### config.mk
export PLATFORM = sky130hd
export DESIGN_NAME = alu_arbiter
export DESIGN_NICKNAME = d
export VERILOG_FILES = /design/src/rtl/alu_arbiter.sv
export SDC_FILE = /design/constraint.sdc
export NUM_CORES = 1
export LEC_CHECK = 0
export ABC_AREA = 0
export ABC_CLOCK_PERIOD_IN_PS = 1790
export CAP_MARGIN = 20
export CORE_AREA = 2 2 211 213
export CTS_CLUSTER_DIAMETER = 150
export CTS_CLUSTER_SIZE = 8
export DETAILED_ROUTE_END_ITERATION = 12
export DIE_AREA = 0 0 213 215
export GPL_TIMING_DRIVEN = 0
export HOLD_SLACK_MARGIN = 0.08
export PLACE_DENSITY_LB_ADDON = 0.12
export REMOVE_ABC_BUFFERS = 1
export SETUP_SLACK_MARGIN = 0.15
export SKIP_CTS_REPAIR_TIMING = 1
export SYNTH_ARGS = -nofsm -noshare
export SYNTH_HDL_FRONTEND = slang
export SYNTH_SLANG_ARGS = --single-unit
### constraint.sdc
create_clock -name clk -period 1.79 [get_ports clk]
set_clock_uncertainty 0.2 [all_clocks]
set_input_delay 0.537 -clock clk [delete_from_list [all_inputs] [get_ports clk]]
set_output_delay 0.537 -clock clk [all_outputs]
set_load 0.005 [all_outputs]
### src/rtl/alu_arbiter.sv
// Round-robin arbiter sharing one combinational ALU between two requesters.
// Operands and results are registered: fixed two-cycle request-to-response.
module alu_arbiter #(
  parameter int WIDTH = 64
) (
  input  logic             clk,
  input  logic             rst_n,
  input  logic             flush,
  input  logic             req_valid_0,
  input  logic             req_valid_1,
  output logic             req_ready_0,
  output logic             req_ready_1,
  input  logic [WIDTH-1:0] req_a_0,
  input  logic [WIDTH-1:0] req_a_1,
  input  logic [WIDTH-1:0] req_b_0,
  input  logic [WIDTH-1:0] req_b_1,
  input  logic [1:0]       req_alu_op_0,
  input  logic [1:0]       req_alu_op_1,
  input  logic [1:0]       req_f3_0,
  input  logic [1:0]       req_f3_1,
  input  logic [1:0]       req_f7_0,
  input  logic [1:0]       req_f7_1,
  output logic             rsp_valid_0,
  output logic             rsp_valid_1,
  output logic [WIDTH-1:0] rsp_result,
  output logic             rsp_carry,
  output logic             rsp_zf,
  output logic [WIDTH-1:0] alu_a,
  output logic [WIDTH-1:0] alu_b,
  output logic [1:0]       alu_op,
  output logic [1:0]       alu_f3,
  output logic [1:0]       alu_f7,
  input  logic [WIDTH-1:0] alu_result,
  input  logic             alu_carry,
  input  logic             alu_zf
);

  logic last_grant;
  logic s1_valid;
  logic s1_id;
  logic grant_0;
  logic grant_1;
  logic xfer;
  logic sel;

  // On contention the requester that did not win last time goes next.
  always_comb begin
    grant_0 = 1'b0;
    grant_1 = 1'b0;
    unique case (1'b1)
      (req_valid_0 && req_valid_1): begin
        grant_0 = last_grant;
        grant_1 = !last_grant;
      end
      (req_valid_0 && !req_valid_1): grant_0 = 1'b1;
      (!req_valid_0 && req_valid_1): grant_1 = 1'b1;
      default: ;
    endcase
  end

  assign req_ready_0 = grant_0 && !flush;
  assign req_ready_1 = grant_1 && !flush;
  assign xfer        = req_ready_0 || req_ready_1;
  assign sel         = grant_1;

  always_ff @(posedge clk or negedge rst_n) begin
    if (!rst_n) begin
      last_grant  <= 1'b1;
      s1_valid    <= 1'b0;
      s1_id       <= 1'b0;
      alu_a       <= '0;
      alu_b       <= '0;
      alu_op      <= '0;
      alu_f3      <= '0;
      alu_f7      <= '0;
      rsp_valid_0 <= 1'b0;
      rsp_valid_1 <= 1'b0;
      rsp_result  <= '0;
      rsp_carry   <= 1'b0;
      rsp_zf      <= 1'b0;
    end else if (flush) begin
      s1_valid    <= 1'b0;
      rsp_valid_0 <= 1'b0;
      rsp_valid_1 <= 1'b0;
    end else begin
      s1_valid <= xfer;
      if (xfer) begin
        last_grant <= sel;
        s1_id      <= sel;
        alu_a      <= sel ? req_a_1      : req_a_0;
        alu_b      <= sel ? req_b_1      : req_b_0;
        alu_op     <= sel ? req_alu_op_1 : req_alu_op_0;
        alu_f3     <= sel ? req_f3_1     : req_f3_0;
        alu_f7     <= sel ? req_f7_1     : req_f7_0;
      end
      rsp_valid_0 <= s1_valid && !s1_id;
      rsp_valid_1 <= s1_valid && s1_id;
      if (s1_valid) begin
        rsp_result <= alu_result;
        rsp_carry  <= alu_carry;
        rsp_zf     <= alu_zf;
      end
    end
  end

endmodule

[Yosys cells after proc, flatten, opt, wreduce, memory -nomap -nowiden]
Index checks and enable logic that the tools add are counted.
W data, S select, Z words.
Storage, ports and cells
  register bits: 205
  output and inout port bits: 204
  logic and storage cells: 39
Operators by class
  muxes and demuxes: 10
  bitwise logic cells: 1
  reduce and logical (&&, ||, !) cells: 15
Operator list (number)
  $mux W64: 2
  $logic_and A1 B1 Y1: 7
  $mux W2: 3
  $logic_not A1 Y1: 5
  $pmux W1 S2: 2
  $reduce_and A2 Y1: 2
  $mux W1: 3
  $logic_or A1 B1 Y1: 1
  $not A1 Y1: 1

[Depth between registers and ports, before layout]
  depth after elaboration: 6
  gate-level depth with buffers: 6

[Worst setup path before layout]
No wires, ideal clock.
  path type: input to output
  from: input port req_valid_1
  to: output port req_ready_1
  data arrival time: 1127 ps
  data required time: 1053 ps
  path slack: -74 ps
  cell stages on the path: 4
  buffers on the path: 2
  cell sequence: a21bo_1 -> buf_4 -> buf_2 -> nor2_1
On the way
  word-level cells in the longest chain between the ends: 3
Ends and longest elaborated chain
  from (decl): RTL line 10  | input logic req_valid_1,
  $logic_and A1 B1 Y1 (on tied branches): RTL line 56, 51
  $pmux W1 S2 *: RTL line 50  | unique case (1'b1)
  $logic_and A1 B1 Y1 *: RTL line 62  | assign req_ready_1 = grant_1 && !flush;
  to (decl): RTL line 12  | output logic req_ready_1,
Every way passes the cells marked *; elsewhere a longest branch is shown, timed or not.

[Worst setup path after layout]
  from: register last_grant
  to: output port req_ready_0
On the way
  word-level cells in the longest chain between the ends: 2
Ends and longest elaborated chain
  from (decl): RTL line 38  | logic last_grant;
  from (signal assigned): RTL line 88  | last_grant <= sel;
  $pmux W1 S2: RTL line 50
  $logic_and A1 B1 Y1: RTL line 61  | assign req_ready_0 = grant_0 && !flush;
  to (decl): RTL line 11  | output logic req_ready_0,
No other way between the ends.

==> reports/results.ini <==
[synth]
synthDistinctLibCells=21
syn_inst=889
ys_ff_latch=205
avgSynthCellArea_um2=9.92
yosysSeqAreaShare=0.582
ys_warn_count=0
syn_area_um2=8810

[die]
die-area_um2=45800
fp.dieH_um=215
core_area_um2=43600
rows=77
start_util=0.202
ios=543
dieWidth_um=213

[power]
ir_drop_uv=618
p_leak_nw=7.32
cellPowerDensity_nw_per_um2=921

[global_routing]
grt_pass1_wl_um=53000
overflow=0
antenna_found_initial=3
grt_max_degree=93
grt_pass1_vias=8450
track_usage=0.152

[timing]
tightestPinTransition_ns=0.599
hold_viol_final=0
holdWs_ns=0.161
fin_crit_ns=2.32
tns_ns=-12.29
slew-limit-headroom=0.601
fmax_mhz=432
period_share=1.29
fin_ws_ns=-0.525
slew_viol_final=0
rsz0062_at_grt=true
setup_viol_count_final=167

[clock_network]
cts.sinks=205
cts_buffers=29
cts_max_level=1
cts_tree=built
clockBufferDepth=3
clock_latency_ns=0.55
clock-root-buffer=clkbuf_16
clk_pin_slew_ns=0.05

[route]
drt_pass1_iterations=4
wl_per_cell_um=20.4
via_per_inst=4.26
ant_nets=0
dr_total_vias=9044
wl_um=43200
drtIter0Drc=292
drc=0

[critical_path]
crit_type=reg2out
crit_arrival_ns=1.58
cp_data_required_time_ns=1.05
path_max_fanout=3
cp-start-kind=register
crit_path_end_kind=output pin

[final_layout]
final_cell_mix=334 x clkdlybuf4s50_1, 204 x dfrtp_1, 172 x clkbuf_2
final_common_cell=clkdlybuf4s50_1
drive_gt1_frac=0.350
syn_to_final_growth_pct=88.2
n_fill_cell=4474
nNetsFinal=1854

[run]
cap_violations=0

[run_status]
outcome=complete, but fails checks
violations=negative setup slack

[placed_design]
port_buffers=542
hpwl_um=27100
place.gp.congestion=0.772

[hold_path]
worst_hold_path_type=in2reg

==> flip-flops by register name, summed over array words and instances, names as in the netlist, 2 cells and up <==
register	flops
alu_a	64
alu_b	64
alu_f3	2
alu_f7	2
alu_op	2
rsp_result	64
==> stage by stage <==
| stage | power, mW | setup slack (ns) | util | instance area (um2) | instances |
|---|---|---|---|---|---|
| 6_report | 15.3 | -0.525 | 0.380 | 16600 | 2121 |
| 3_3_place_gp | 10.1 | -10.13 | 0.332 | 14500 | 1955 |
| 3_5_place_dp | 9.99 | -1.32 | 0.341 | 14900 | 1969 |
| 2_1_floorplan | 7.09 | -4.07 | - | 8340 | 821 |
| 5_1_grt | 16.1 | -0.579 | 0.380 | 16600 | 2121 |
| 4_1_cts | 15.2 | -1.16 | 0.359 | 15700 | 2013 |
==> synthesized netlist by cell type <==
| master | number | share of area |
|---|---|---|
| a21bo_1 | 1 | 0.0011 |
| a21boi_2 | 1 | 0.0013 |
| a21oi_1 | 1 | 0.00057 |
| a31oi_1 | 135 | 0.096 |
| and2_1 | 2 | 0.0014 |
| and3_1 | 1 | 0.00071 |
| buf_2 | 41 | 0.023 |
| buf_4 | 11 | 0.0094 |
| buf_6 | 15 | 0.019 |
| buf_8 | 1 | 0.0017 |
| dfrtp_1 | 204 | 0.58 |
| dfstp_2 | 1 | 0.0030 |
| inv_1 | 2 | 0.00085 |
| mux2_2 | 58 | 0.074 |
| mux2_4 | 8 | 0.014 |
| nand2_1 | 268 | 0.11 |
| nand2b_1 | 1 | 0.00071 |
| nor2_1 | 135 | 0.057 |
| nor2b_1 | 1 | 0.00071 |
| o21ba_1 | 1 | 0.0011 |
| o22ai_1 | 1 | 0.00071 |
==> metal layers <==
layer / GRT usage / vias to the layer above / wire length (um)
met1: 0.174 / 4333 / 17000
met2: 0.252 / 391 / 20500
li1: - / 4254 / -
met4: 0.0389 / 4 / 1030
met5: 0 / - / 25
met3: 0.0754 / 62 / 4600
==> cell type report <==
type                       instances  area [um2]  area share
tap                              592         741      0.0446
sequential                       205        5130       0.309
timing repair buffer             660        6250       0.377
clock inverter                     2        13.8    0.000830
multi-input combinational        617        3670       0.221
clock buffer                      42         774      0.0467
antenna                            1        2.50    0.000151
inverter                           2        7.51    0.000453
==> worst paths after layout <==
check | startpoint | end | slack, ns | cells past startpoint
setup / recovery | last_grant | req_ready_0 | -0.53 | 4
hold reg to reg | s1_id | rsp_valid_1 | 0.29 | 1
min in group asynchronous | rst_n | alu_a[11] | 0.22 | 2
hold / removal | req_valid_0 | last_grant | 0.16 | 2
max in group asynchronous | rst_n | rsp_result[14] | 0.34 | 3
setup reg to reg | last_grant | alu_a[39] | -0.27 | 9
==> report_power, final <==
| group | switching [mW] | leakage [nW] | internal, mW |
|---|---|---|---|
| clock | 2.11 | 0.381 | 2.93 |
| sequential | 0.400 | 2.34 | 5.38 |
| combinational | 1.91 | 4.60 | 2.54 |
| total | 4.42 | 7.32 | 10.9 |
==> kinds of logic (layout without fill, tap and decap cells) <==
family / after synthesis / count (layout) / synth area share
AO/OA/AOI/OAI: 140 / 143 / 0.101
buffers and inverters: 70 / 706 / 0.0544
flip-flops: 205 / 205 / 0.582
multiplexers: 66 / 66 / 0.0877
other: 0 / 1 / 0
AND/OR/NAND/NOR: 408 / 408 / 0.175
==> critical path: stages (launching register included) <==
cell and delay (ns):
dfstp_2 0.55, buf_6 0.10, nand2b_1 0.09, and3_4 0.19
buf_6 0.09
(Power assumes the default switching activity.)
